==> src/rtl/hazard_stall_ctrl.sv <==
// Pipeline sequencing controller: load-use bubble, EX redirect flush, data-memory freeze with watchdog.
// Optional build macro HAZARD_PERF_CNT_EN adds saturating stall/flush performance counters.
module hazard_stall_ctrl #(
  parameter int unsigned WAIT_TIMEOUT = 255,
  parameter int unsigned CNT_W        = 16
) (
  input  logic             clk,
  input  logic             rst_n,
  input  logic [4:0]       ID_rs1,
  input  logic [4:0]       ID_rs2,
  input  logic             ID_useRs1,
  input  logic             ID_useRs2,
  input  logic [4:0]       EX_rd,
  input  logic             EX_memRead,
  input  logic             EX_redirect,
  input  logic             MEM_memRead,
  input  logic             MEM_memWrite,
  input  logic             dmem_ready,
  output logic             PC_write,
  output logic             IFID_write,
  output logic             IDEX_write,
  output logic             EXMEM_write,
  output logic             IFID_flush,
  output logic             IDEX_bubble,
  output logic             MEMWB_bubble,
  output logic             mem_timeout,
  output logic [1:0]       state_o,
  output logic [CNT_W-1:0] stall_cnt,
  output logic [CNT_W-1:0] flush_cnt
);

  typedef enum logic [1:0] {
    ST_RUN      = 2'b00,
    ST_MEM_WAIT = 2'b01,
    ST_ERROR    = 2'b10
  } state_t;

  localparam logic [15:0] TIMEOUT = 16'(WAIT_TIMEOUT);

  state_t      state_q, state_d;
  logic [15:0] wait_cnt_q, wait_cnt_d;
  logic [15:0] wait_inc;
  logic        mem_timeout_q, mem_timeout_d;

  logic memwait;
  logic loaduse;
  logic freeze;
  logic run_decode;
  logic redirect_go;
  logic loaduse_go;

  assign memwait = (MEM_memRead | MEM_memWrite) & ~dmem_ready;
  assign loaduse = EX_memRead & (EX_rd != 5'd0) &
                   (((EX_rd == ID_rs1) & ID_useRs1) | ((EX_rd == ID_rs2) & ID_useRs2));

  // Freeze covers the MEM_WAIT entry cycle, every waiting cycle and the terminal error state.
  assign freeze = ((state_q == ST_RUN) & memwait) |
                  ((state_q == ST_MEM_WAIT) & ~dmem_ready) |
                  (state_q == ST_ERROR);
  assign run_decode  = ~freeze;
  assign redirect_go = run_decode & EX_redirect;
  assign loaduse_go  = run_decode & ~EX_redirect & loaduse;
  assign wait_inc    = wait_cnt_q + 16'd1;

  always_ff @(posedge clk or negedge rst_n) begin
    if (!rst_n) begin
      state_q       <= ST_RUN;
      wait_cnt_q    <= 16'd0;
      mem_timeout_q <= 1'b0;
    end else begin
      state_q       <= state_d;
      wait_cnt_q    <= wait_cnt_d;
      mem_timeout_q <= mem_timeout_d;
    end
  end

  // The compared value includes the current frozen cycle, so ERROR follows exactly WAIT_TIMEOUT of them.
  always_comb begin
    state_d       = state_q;
    wait_cnt_d    = wait_cnt_q;
    mem_timeout_d = mem_timeout_q;
    case (state_q)
      ST_RUN: begin
        if (memwait) begin
          wait_cnt_d = 16'd1;
          if (TIMEOUT == 16'd1) begin
            state_d       = ST_ERROR;
            mem_timeout_d = 1'b1;
          end else begin
            state_d = ST_MEM_WAIT;
          end
        end
      end
      ST_MEM_WAIT: begin
        if (dmem_ready) begin
          state_d    = ST_RUN;
          wait_cnt_d = 16'd0;
        end else begin
          wait_cnt_d = wait_inc;
          if (wait_inc == TIMEOUT) begin
            state_d       = ST_ERROR;
            mem_timeout_d = 1'b1;
          end
        end
      end
      ST_ERROR: begin
        state_d = ST_ERROR;
      end
      default: begin
        state_d    = ST_RUN;
        wait_cnt_d = 16'd0;
      end
    endcase
  end

  always_comb begin
    PC_write     = 1'b1;
    IFID_write   = 1'b1;
    IDEX_write   = 1'b1;
    EXMEM_write  = 1'b1;
    IFID_flush   = 1'b0;
    IDEX_bubble  = 1'b0;
    MEMWB_bubble = 1'b0;
    if (freeze) begin
      PC_write     = 1'b0;
      IFID_write   = 1'b0;
      IDEX_write   = 1'b0;
      EXMEM_write  = 1'b0;
      MEMWB_bubble = 1'b1;
    end else if (redirect_go) begin
      IFID_flush  = 1'b1;
      IDEX_bubble = 1'b1;
    end else if (loaduse_go) begin
      PC_write    = 1'b0;
      IFID_write  = 1'b0;
      IDEX_bubble = 1'b1;
    end
  end

  assign mem_timeout = mem_timeout_q;
  assign state_o     = state_q;

`ifdef HAZARD_PERF_CNT_EN
  logic [CNT_W-1:0] stall_cnt_q, flush_cnt_q;
  logic             stall_evt;

  assign stall_evt = loaduse_go | (freeze & (state_q != ST_ERROR));

  always_ff @(posedge clk or negedge rst_n) begin
    if (!rst_n) begin
      stall_cnt_q <= '0;
      flush_cnt_q <= '0;
    end else begin
      if (stall_evt && (stall_cnt_q != '1)) stall_cnt_q <= stall_cnt_q + 1'b1;
      if (redirect_go && (flush_cnt_q != '1)) flush_cnt_q <= flush_cnt_q + 1'b1;
    end
  end

  assign stall_cnt = stall_cnt_q;
  assign flush_cnt = flush_cnt_q;
`else
  assign stall_cnt = '0;
  assign flush_cnt = '0;
`endif

endmodule

==> config.mk <==
export PLATFORM = sky130hd
export DESIGN_NAME = hazard_stall_ctrl
export DESIGN_NICKNAME = d
export VERILOG_FILES = /design/src/rtl/hazard_stall_ctrl.sv
export SDC_FILE = /design/constraint.sdc
export NUM_CORES = 1
export LEC_CHECK = 0
export ABC_AREA = 1
export CAP_MARGIN = 20
export CORE_MARGIN = 2
export CORE_UTILIZATION = 65
export DETAILED_ROUTE_END_ITERATION = 16
export DONT_BUFFER_PORTS = 1
export GPL_ROUTABILITY_DRIVEN = 0
export HOLD_SLACK_MARGIN = 0.12
export PLACE_DENSITY_LB_ADDON = 0.05
export SLEW_MARGIN = 10
export SYNTH_ARGS = -nofsm -noshare
export SYNTH_HDL_FRONTEND = slang
export SYNTH_SLANG_ARGS = --single-unit
==> constraint.sdc <==
create_clock -name clk -period 4.8 [get_ports clk]
set_input_delay 0.48 -clock clk [delete_from_list [all_inputs] [get_ports clk]]
set_output_delay 0.48 -clock clk [all_outputs]
set_load 0.02 [all_outputs]
==> results of run 1 <==
==> metrics by stage <==
step | std cells | setup slack (ps)
3_5_place_dp | 262 | 2240
6_report | 268 | 1890
4_1_cts | 267 | 1900
5_1_grt | 268 | 1740
3_3_place_gp | 262 | 2290
2_1_floorplan | 267 | 2500
==> power breakdown <==
part	leakage [nW]	switching (mW)	internal (mW)	total (mW)
Clock	0.0177	0.0529	0.0311	0.0840
Sequential	0.255	0.0109	0.166	0.177
Combinational	0.457	0.0722	0.0185	0.0907
Total	0.730	0.136	0.216	0.352
==> cells by family (layout without fill, tap and decap cells) <==
group / after synthesis / count (layout)
compound gates: 25 / 25
simple gates: 113 / 113
fa+ha+maj: 2 / 2
xor+xnor: 11 / 11
other cells: 1 / 32
buf+inv: 65 / 36
flops: 19 / 19
==> how the worst max path moves through the flow <==
stage                              to  depth (start not counted)  slack (ps)        from
after detailed placement  IDEX_bubble                          7        2240  state_o[0]
after CTS                 IDEX_bubble                          7        1900  state_o[0]
final                     IDEX_bubble                          7        1890  state_o[0]
after global placement    IDEX_bubble                          7        2290  state_o[0]
after floorplan              PC_write                          6        2500  state_o[0]
after global routing      IDEX_bubble                          7        1740  state_o[0]
==> flip-flops by register name, summed over array words and instances (netlist names) <==
signal       cells
mem_timeout      1
wait_cnt_q      16
state_o          2
==> layout make-up <==
type                    instances  area, µm²
inverters                      30        113
clock buffers                   3       22.5
well taps                      30       37.5
fillers                       210        863
clock inverters                 1       5.00
multi-input cells             183        898
repair buffers                  2       17.5
flip-flops and latches         19        475
==> layout by cell type, fill, tap and decap left out <==
master,Yosys,routed
a21oi_1,3,3
buf_4,34,1
clkbuf_4,0,3
clkinv_1,2,2
clkinv_2,0,1
conb_1,1,32
dfrtp_1,19,19
dlygate4sd3_1,0,1
ha_1,2,2
inv_1,28,28
nand2_1,59,59
nand2_2,5,5
nand3_1,14,14
nand3_2,2,2
nand4_1,5,5
nor2_1,15,15
nor2_2,6,6
nor2_4,3,3
nor3_1,4,4
o21ai_0,13,12
o21ai_1,1,2
o22ai_1,8,8
xnor2_1,4,4
xor2_1,7,7
==> per-layer routing <==
metal | share of wire (%) | global-route usage (%) | routed length (µm)
met2 | 51 | 41.1 | 1660
met1 | 44 | 30.5 | 1440
met5 | 0 | 0 | 0
met4 | 0.43 | 4.58 | 14
met3 | 4.9 | 3.61 | 160
==> worst register-to-register path, delay by kind of cell (launching register included) <==
| family | cells | cell delay, ps |
|---|---|---|
| adder cells (fa/ha/maj) | 1 | 250 |
| flip-flops | 1 | 470 |
| AND/OR/NAND/NOR | 11 | 1010 |
==> flow_summary.ini, run 1 <==
[sta]
grt_setup_unrepaired = no
timing_max_transition_violations_final = 0
finalCritPeriodShare_pct = 60.7
report.final.hold_viol_count = 0
fmax_mhz = 343
worst-slew-pin-transition_ps = 890
slew_headroom_pct = 40.4
tns_ps = 0
final_skew_ps = 5.95
holdWs_ps = 504
setup-violations-final = 0
period_minus_ws_final_ps = 2910

[power_and_ir_drop]
power.density_cell_area_mw_per_mm2 = 224
irDropWorstVdd_v = 0.000205
leakage_power_summed_over_all_cells_nw = 0.730
total_power_uw = 352

[setup_path]
reg2reg_depth = 12
timing.reg2reg.setup_slack_ps = 2970
crit_fanout = 10
worst_path_largest_cell_delay_ps = 490
critPathRequiredTime_ps = 4320
worst_ep_arrival_time_ps = 2430
timing.critical_path.to_type = primary output
critPathTopFamily = simple AND/OR/NAND/NOR gates
series_of_cell_instances_along_the_critical_path = inv_1 > nor2_1 > nand2_1 > nand3_1 > inv_1 > nand3_1 > o21ai_0
crit_path_start_kind = register
r2r-start = wait_cnt_q[1]
crit_slowest_cell = dfrtp_1
cp_num_buf_inv = 2
critPathKind = register to primary output
worst_r2r_endpoint = state_o[0]

[synth]
synth_largest_type_area_fraction_pct = 29.2
compound_cell_area_share_of_the_yosys_netlist_pct = 8.29
synth_fa_ha_area_share_pct = 1.53
yosys_most_used_dff = dfrtp_1
synth.area.top_cells = dfrtp_1 29%, buf_4 16%, nand2_1 14%, inv_1 6.4%, nand3_1 4.3%
post_synth_instance_area_mm2 = 0.00163
synth_area_leader_cell = dfrtp_1
count_of_different_cell_masters_after_synthesis = 22
xor_xnor_portion_of_the_synthesized_cell_area_pct = 5.91
synth_simple_gate_area_share_pct = 32.0
postSynthCellCount = 236
synthArstFlopShare_pct = 100
yosysWarningCount = 0
synth_edf_count = 0
synthMuxAreaShare_pct = 0
synth_area_per_cell_um2 = 6.91
synth_top_family_by_area = simple AND/OR/NAND/NOR gates
synth.yosys.seq_area_share_pct = 29.2
most_common_cell_in_the_netlist = nand2_1
synth-seq-cells = 19
synth.top_cells.by_count = 59 x nand2_1, 34 x buf_4, 28 x inv_1, 19 x dfrtp_1, 15 x nor2_1

[min_path]
hold-path-cell-count = 5
hold_path_end = state_o[0]
holdCritStartpoint = dmem_ready
worstHoldPathType = primary input to register

[detailed_routing]
routed_wl_um = 3280
via_count = 1368
first_pass_iters = 4
drt.antenna.violating_nets = 0
drc_errors = 0
wire_per_inst_um = 12.2
drt-initial-drc-count = 42
detail_route.vias_per_cell = 5.10

[die]
dieArea_mm2 = 0.00292
start_util_pct = 67.0
fp-row-count = 18
die_x_um = 54.1
chipHeight_um = 54.1
ios = 66
fp.coreArea_mm2 = 0.00243

[clock_tree]
clock_sink_count = 19
tritoncts = done
cts-htree-levels = 1
clk-insertion-delay-late_ps = 300
ctsLongestPathBuffers = 2
post_cts_resized = 0
cts_hold_buf = 1
clock_tree.root_cell = clkbuf_4
cts.reportedPaths.clkPinSlew_ps = 110
cts_inserted_buffers = 3
cts_setup_buffers = 0

[place]
placed_area_mm2 = 0.00152
place.port_buffers = 0
post-dp-hpwl_um = 2540

[final_layout]
fin_area_mm2 = 0.00157
synthesis_to_layout_area_growth_pct = -3.76
final_net_count = 265
fraction_of_the_core_area_covered_by_cells_at_the_end_of_the_flow_pct = 64.5
antennaDiodeCount = 0
fraction_of_layout_instances_using_a_drive_strength_above_1_pct = 8.82

[grt]
pin_count_of_the_biggest_net_entering_global_routing = 20
vias_in_the_first_global_route = 1186
grt_first_pass_wirelength_um = 4940
grt_util_all_layers_pct = 23.4
global_route.overflow_total = 0
initial_antenna_violation_count = 0

[run]
max_cap_violations = 0

[run_status]
outcome = complete, no violations
Power figures use the tool's default switching activity.
==> run 2, diff against run 1 <==
--- a/config.mk
+++ b/config.mk
@@ -8,7 +8,7 @@
 export ABC_AREA = 1
 export CAP_MARGIN = 20
 export CORE_MARGIN = 2
-export CORE_UTILIZATION = 65
+export CORE_UTILIZATION = 63
 export DETAILED_ROUTE_END_ITERATION = 16
 export DONT_BUFFER_PORTS = 1
 export GPL_ROUTABILITY_DRIVEN = 0
==> constraint.sdc (replaced) <==
create_clock -name clk -period 2.7 [get_ports clk]
set_input_delay 0.27 -clock clk [delete_from_list [all_inputs] [get_ports clk]]
set_output_delay 0.27 -clock clk [all_outputs]
set_load 0.02 [all_outputs]
==> flow_summary.ini, run 2 (synthesis gave the netlist of run 1 again) <==
[power_and_ir_drop]
power.density_cell_area_mw_per_mm2 = 399
leakage_power_summed_over_all_cells_nw = 0.741
internal-power_uw = 394
p_seq_share_pct = 49.6
power.switching_fraction_pct = 38.1
total_switching_power_uw = 242
irDropWorstVdd_v = 0.000401
clk_network_pwr_share_pct = 23.8
total_power_uw = 635
power.combinational.fraction_pct = 26.5

[final_layout]
synthesis_to_layout_area_growth_pct = -2.46
most_frequent_standard_cell_in_the_layout_excluding_fill_and_tap_cells = nand2_1
final_cell_mix = 59 x nand2_1, 32 x conb_1, 28 x inv_1
fraction_of_layout_instances_using_a_drive_strength_above_1_pct = 9.54
nFillCells = 240
final_net_count = 268
seq_area_um2 = 475
fin_area_mm2 = 0.00159
flip_flop_count_of_the_largest_register_all_copies_and_words_added = 16
antennaDiodeCount = 0
registers.top_by_ff_count = wait_cnt_q
multi_input_comb_area_um2 = 898

[detailed_routing]
via_count = 1343
drt.antenna.violating_nets = 0
first_pass_iters = 6
drt-initial-drc-count = 33
drc_errors = 0
routed_wl_um = 3180
detail_route.vias_per_cell = 4.96
wire_per_inst_um = 11.7

[grt]
global_route.overflow_total = 0
pin_count_of_the_biggest_net_entering_global_routing = 20
grt_util_all_layers_pct = 21.8
initial_antenna_violation_count = 0
vias_in_the_first_global_route = 1091
grt_first_pass_wirelength_um = 4630

[sta]
report.final.hold_viol_count = 0
final_skew_ps = 4.05
slew_headroom_pct = 42.5
fin_ws_ps = 307
worst-slew-pin-transition_ps = 859
finalCritPeriodShare_pct = 88.6
tns_ps = 0
fmax_mhz = 418
timing_max_transition_violations_final = 0
period_minus_ws_final_ps = 2390
setup-violations-final = 0
grt_setup_unrepaired = no

[setup_path]
crit_path_start_kind = register
timing.critical_path.to_type = primary output
critPathRequiredTime_ps = 2430
crit_fanout = 10
worst_ep_arrival_time_ps = 2120
critPathKind = register to primary output

[place]
place.port_buffers = 0
place_worst_setup_slack_ps = 645
post-dp-hpwl_um = 2510
placed_area_mm2 = 0.00155

[die]
dieArea_mm2 = 0.00301
die_x_um = 54.9
start_util_pct = 66.4
fp.coreArea_mm2 = 0.00245
ios = 66
fp-row-count = 18
chipHeight_um = 54.9

[clock_tree]
tritoncts = done
cts_inserted_buffers = 3
cts.reportedPaths.clkPinSlew_ps = 110
cts_hold_buf = 1
clk-insertion-delay-late_ps = 300
post_cts_resized = 0
cts_setup_buffers = 0
clock_sink_count = 19
clock_tree.root_cell = clkbuf_4
cts-htree-levels = 1
ctsLongestPathBuffers = 2

[run_status]
outcome = complete, no violations

[run]
max_cap_violations = 0

[min_path]
worstHoldPathType = primary input to register
==> run 2: cell type report <==
| type | instances | share of cell area [%] |
|---|---|---|
| inverter | 30 | 7.08 |
| timing repair buffer | 5 | 2.52 |
| clock buffer | 4 | 1.65 |
| tap | 30 | 2.36 |
| sequential | 19 | 29.9 |
| multi-input combinational | 183 | 56.5 |
==> run 2: worst paths after layout <==
path	startpoint	end	slack (ps)	depth (start not counted)
worst max-delay path	state_o[0]	IDEX_bubble	310	8
worst min-delay path	dmem_ready	state_o[0]	300	5
worst max register to register	wait_cnt_q[1]	state_o[0]	910	12
worst min register to register	wait_cnt_q[14]	wait_cnt_q[14]	590	2
min in group asynchronous	rst_n	state_o[1]	510	1
max in group asynchronous	rst_n	wait_cnt_q[7]	1660	1
==> run 2: layer usage <==
metal  track usage [%]  up-vias  routed length (µm)
met4              6.25        0                  29
li1                  -      689                   -
met3              3.83        4                 133
met1              29.0      609                1410
met5                 0        -                   0
met2              36.1       41                1610
==> run 2: power groups by stage <==
stage / logic, mW / registers (mW) / clock network (mW)
after floorplan: 0.173 / 0.317 / 0
after global placement: 0.158 / 0.319 / 0
after detailed placement: 0.160 / 0.321 / 0
after CTS: 0.168 / 0.315 / 0.153
after global routing: 0.188 / 0.318 / 0.162
final: 0.168 / 0.315 / 0.152
==> run 2: worst max-delay path, cell delays in order (launching register included) <==
cell,delay [ps]
dfrtp_1,490
inv_1,140
nor2_1,50
nand2_1,280
nand3_1,360
inv_1,160
nand3_1,80
o21ai_0,90
buf_4,170
==> run 2: stage by stage <==
| stage | std cells | utilization, % | hold slack (ps) |
|---|---|---|---|
| final | 271 | 64.8 | 305 |
| after detailed placement | 266 | 63.3 | -25.2 |
| after floorplan | 267 | - | -25.6 |
| after global routing | 271 | 64.8 | 349 |
| after CTS | 271 | 64.8 | 305 |
| after global placement | 266 | 63.3 | -25.2 |
